[src/rtl/b_line_tx.sv]
// b_line_tx: framed serial symbol transmitter for the B detector line.
// Optional even-parity symbol: define B_LINE_TX_PARITY_EN.
module b_line_tx #(
    parameter int DATA_W = 8,
    parameter int HOLD   = 3,
    parameter int GAP    = 2
) (
    input  logic              clk,
    input  logic              rstn,
    input  logic              start,
    input  logic [DATA_W-1:0] data,
    output logic              ready,
    output logic              busy,
    output logic              done,
    output logic              B
);

    localparam int CMAX = (HOLD > GAP) ? HOLD : GAP;
    localparam int CW   = $clog2(CMAX + 1);
    localparam int BW   = (DATA_W > 1) ? $clog2(DATA_W) : 1;

    typedef enum logic [2:0] {
        IDLE,
        PRE,
        DATA,
`ifdef B_LINE_TX_PARITY_EN
        PAR,
`endif
        GAP_ST
    } state_t;

    state_t            state_q, state_d;
    logic [CW-1:0]     hold_q, hold_d;
    logic [BW-1:0]     bit_q, bit_d;
    logic [DATA_W-1:0] sh_q, sh_d;
    logic              b_q, b_d;
    logic              done_q, done_d;
    logic              ready_q, ready_d;
    logic              sym_end;
    logic              gap_end;
`ifdef B_LINE_TX_PARITY_EN
    logic              par_q, par_d;
`endif

    assign sym_end = (hold_q == CW'(HOLD - 1));
    assign gap_end = (hold_q == CW'(GAP - 1));

    // Next-state, counters and registered-output precompute
    always_comb begin
        state_d = state_q;
        hold_d  = hold_q;
        bit_d   = bit_q;
        sh_d    = sh_q;
        done_d  = 1'b0;
        b_d     = 1'b0;
`ifdef B_LINE_TX_PARITY_EN
        par_d   = par_q;
`endif
        unique case (state_q)
            IDLE: begin
                if (start) begin
                    state_d = PRE;
                    hold_d  = '0;
                    bit_d   = BW'(DATA_W - 1);
                    sh_d    = data;
`ifdef B_LINE_TX_PARITY_EN
                    par_d   = ^data;
`endif
                end
            end
            PRE: begin
                if (sym_end) begin
                    state_d = DATA;
                    hold_d  = '0;
                end else begin
                    hold_d = hold_q + CW'(1);
                end
            end
            DATA: begin
                if (sym_end) begin
                    hold_d = '0;
                    if (bit_q == '0) begin
`ifdef B_LINE_TX_PARITY_EN
                        state_d = PAR;
`else
                        state_d = GAP_ST;
`endif
                    end else begin
                        bit_d = bit_q - BW'(1);
                        sh_d  = sh_q << 1;
                    end
                end else begin
                    hold_d = hold_q + CW'(1);
                end
            end
`ifdef B_LINE_TX_PARITY_EN
            PAR: begin
                if (sym_end) begin
                    state_d = GAP_ST;
                    hold_d  = '0;
                end else begin
                    hold_d = hold_q + CW'(1);
                end
            end
`endif
            GAP_ST: begin
                if (gap_end) begin
                    state_d = IDLE;
                    hold_d  = '0;
                    done_d  = 1'b1;
                end else begin
                    hold_d = hold_q + CW'(1);
                end
            end
            default: begin
                state_d = IDLE;
                hold_d  = '0;
            end
        endcase

        unique case (state_d)
            PRE:     b_d = 1'b1;
            DATA:    b_d = sh_d[DATA_W-1];
`ifdef B_LINE_TX_PARITY_EN
            PAR:     b_d = par_d;
`endif
            default: b_d = 1'b0;
        endcase

        ready_d = (state_d == IDLE);
    end

    // State, counters, shift register and output flops
    always_ff @(posedge clk or negedge rstn) begin
        if (!rstn) begin
            state_q <= IDLE;
            hold_q  <= '0;
            bit_q   <= '0;
            sh_q    <= '0;
            b_q     <= 1'b0;
            done_q  <= 1'b0;
            ready_q <= 1'b1;
        end else begin
            state_q <= state_d;
            hold_q  <= hold_d;
            bit_q   <= bit_d;
            sh_q    <= sh_d;
            b_q     <= b_d;
            done_q  <= done_d;
            ready_q <= ready_d;
        end
    end

`ifdef B_LINE_TX_PARITY_EN
    // Parity of the captured word
    always_ff @(posedge clk or negedge rstn) begin
        if (!rstn) begin
            par_q <= 1'b0;
        end else begin
            par_q <= par_d;
        end
    end
`endif

    assign B     = b_q;
    assign done  = done_q;
    assign ready = ready_q;
    assign busy  = ~ready_q;

endmodule
[config.mk]
export PLATFORM = sky130hd
export DESIGN_NAME = b_line_tx
export DESIGN_NICKNAME = d
export VERILOG_FILES = /design/src/rtl/b_line_tx.sv
export SDC_FILE = /design/constraint.sdc
export NUM_CORES = 1
export LEC_CHECK = 0
export ABC_AREA = 1
export CORE_UTILIZATION = 30
export DETAILED_ROUTE_END_ITERATION = 12
export PLACE_DENSITY = 0.47
export REMOVE_ABC_BUFFERS = 1
export SYNTH_ARGS = -nofsm -noshare
export SYNTH_HDL_FRONTEND = slang
export SYNTH_SLANG_ARGS = --single-unit
[constraint.sdc]
create_clock -name clk -period 2.5 [get_ports clk]
set_input_delay 0.25 -clock clk [delete_from_list [all_inputs] [get_ports clk]]
set_output_delay 0.25 -clock clk [all_outputs]
set_load 0.02 [all_outputs]
==> metrics.yaml <==
place:
  dp_hpwl_um: 1210
  gp_congestion: 0.698
  port_buffers: 14
  placedCellCount: 151
timing:
  finalCritPeriodShare_pct: 67.9
  setup_violations: 0
  tns_ns: 0
  fmax_mhz: 589
  rsz0062_at_grt: "false"
  clock_skew_ns: 0.00219
  slew_viol_final: 0
  hold_viol: 0
  period_needed_ns: 1.70
  timing.hold.ws_ns: 0.270
clocking:
  clock_sinks: 19
  cts-resized-gates: 0
  cts_setup_buffers: 0
  clock_path_buffers: 2
  clockRootBuffer: "clkbuf_4"
  cts_tree: "done"
  numCtsBuffers: 3
  cts_hold_buf: 0
  clock_latency_ns: 0.30
  clk_pin_slew_ns: 0.11
  htree_levels: 1
worst_setup_path:
  crit_buf_inv: 1
  start_kind: "flop"
  ff2ff_setup_slack_ns: 1.02
  critPathMaxFanout: 2
  crit_type: "reg -> out"
  worstReg2RegEnd: "sh_q[0]$_DFFE_PN0P_"
  path_cells: "clkdlybuf4s50_1"
  cp_slowest_stage_delay_ns: 0.60
  critical-path-top-delay-family: "buffers and inverters"
  crit_required_ns: 2.25
  end_kind: "output pin"
  cp.arrival_ns: 1.45
  rr_worst_depth: 7
  critPathSlowestCell: "clkdlybuf4s50_1"
  timing.rr.start: "bit_q[0]$_DFFE_PN0P_"
global_routing:
  gr-total-overflow: 0
  grt_pass1_wl_um: 2950
  grt_pass1_vias: 720
  grt_max_degree: 20
  antenna_found_initial: 0
  track_usage_pct: 12.1
synthesis:
  syn_area_per_cell_um2: 8.56
  ys.flop_type: "dfrtp_1"
  yosysTopAreaCell: "dfrtp_1"
  synth_edf_count: 0
  synth_area_leaders: "dfrtp_1, nand2_1, a22oi_1, inv_1, nor2_1"
  yosys_register_bits: 19
  syn_area_um2: 907
  synth_top_area_share_pct: 49.7
  ys_seq_area_share_pct: 52.6
  synthCells: 106
  ys_warn_count: 0
  async_reset_ff_share_pct: 100
  synth_cell_types: 20
floorplanning:
  rows: 19
  die_area_mm2: 0.00325
  die_width_um: 57.0
  start_util_pct: 32.3
  io_pins: 15
  chipHeight_um: 57.0
  design.core.area_mm2: 0.00281
final_layout:
  multiInputGateArea_um2: 367
  antenna_cells: 0
  fillers: 298
  final-seq-area_um2: 477
  areaGrowthSynthToFinish_pct: 22.3
  final_cells: 155
  layout.nets: 138
  layout-drive-gt1-share_pct: 10.5
  final_common_cell: "nand2_1"
  mostFrequentLayoutCells: "nand2_1, dfrtp_1, clkdlybuf4s50_1"
power_and_ir_drop:
  leakage_nw: 0.554
  power_per_cell_area_mw_per_mm2: 578
  vdd_drop_max_mv: 0.265
detailed_routing:
  routedWlPerCell_um: 11.0
  via_count: 725
  antenna_left: 0
  drc: 0
  dr.first_iter.drc_count: 15
  viasPerCell: 4.68
  wirelength_um: 1710
  dr.pass1.iters: 6
job:
  drv_cap: 0
run_status:
  outcome: "complete, no violations"
min_path:
  hp-class: "in -> async"
==> per-stage QoR <==
stage	area, um^2	setup slack, ns	util (%)	total power [mW]
global route	1110	0.757	39.6	0.677
detailed placement	1080	0.945	38.6	0.489
floorplan	896	1.19	-	0.436
finish	1110	0.802	39.6	0.641
CTS	1110	0.781	39.6	0.653
global placement	1080	0.938	38.6	0.489
==> flip-flops by register name (all words and copies together), names as in the netlist <==
name	cells
B	1
bit_q	3
done	1
hold_q	2
ready	1
sh_q	8
state_q	3
==> per-layer routing <==
| metal | track usage, % | vias to the layer above | routed length, um | share of wire, % |
|---|---|---|---|---|
| met5 | 0 | - | 0 | 0 |
| met1 | 13.6 | 335 | 772 | 45 |
| met2 | 19.8 | 15 | 790 | 46 |
| li1 | - | 371 | - | - |
| met4 | 6.62 | 0 | 47 | 2.8 |
| met3 | 4.76 | 4 | 95 | 5.6 |
==> where the power goes <==
group / internal, mW / switching, mW / leakage (nW)
Clock: 0.0598 / 0.0993 / 0.0177
Combinational: 0.0525 / 0.0600 / 0.308
Sequential: 0.346 / 0.0232 / 0.228
Total: 0.458 / 0.183 / 0.554
==> cell families (layout without fill, tap and decap cells) <==
logic type	Yosys count	after routing	synth area share, %
AOI/OAI and AO/OA	11	11	8.96
adders and majority gates	2	2	2.76
buffers and inverters	15	33	7.03
DFF	19	19	52.6
other	1	1	0.413
and+or+nand+nor	58	58	28.3
==> cell usage after synthesis, types with 2 or more instances <==
library cell and instances:
inv_1 13, nand2_1 34, dfrtp_1 18, a22oi_1 7, nor2_1 11, nor2_2 2, ha_1 2, nand3_1 5
o211ai_1 2, nand3_2 2
==> how the worst max path moves through the flow <==
stage / slack, ns / cells past startpoint / from / endpoint
floorplan: 1.19 / 10 / bit_q[0]$_DFFE_PN0P_ / B$_DFF_PN0_
global placement: 0.94 / 5 / start / bit_q[1]$_DFFE_PN0P_
detailed placement: 0.94 / 5 / start / bit_q[1]$_DFFE_PN0P_
CTS: 0.78 / 1 / ready$_DFF_PN1_ / ready
global route: 0.76 / 1 / ready$_DFF_PN1_ / ready
finish: 0.80 / 1 / ready$_DFF_PN1_ / ready
==> worst reg2reg max path, stage by stage (launching register included) <==
cell,delay (ns)
dfrtp_1,0.34
inv_1,0.07
ha_1,0.20
nand2_1,0.08
nand2_1,0.08
nor2_4,0.26
nor2_2,0.15
a22o_1,0.20
==> area by class of cell <==
type / count / share of cell area, %
sequential: 19 / 43.0
clock inverter: 1 / 0.451
timing repair buffer: 15 / 13.3
tap: 31 / 3.49
multi-input combinational: 72 / 33.0
clock buffer: 3 / 2.03
inverter: 14 / 4.74
(Power assumes the default switching activity.)
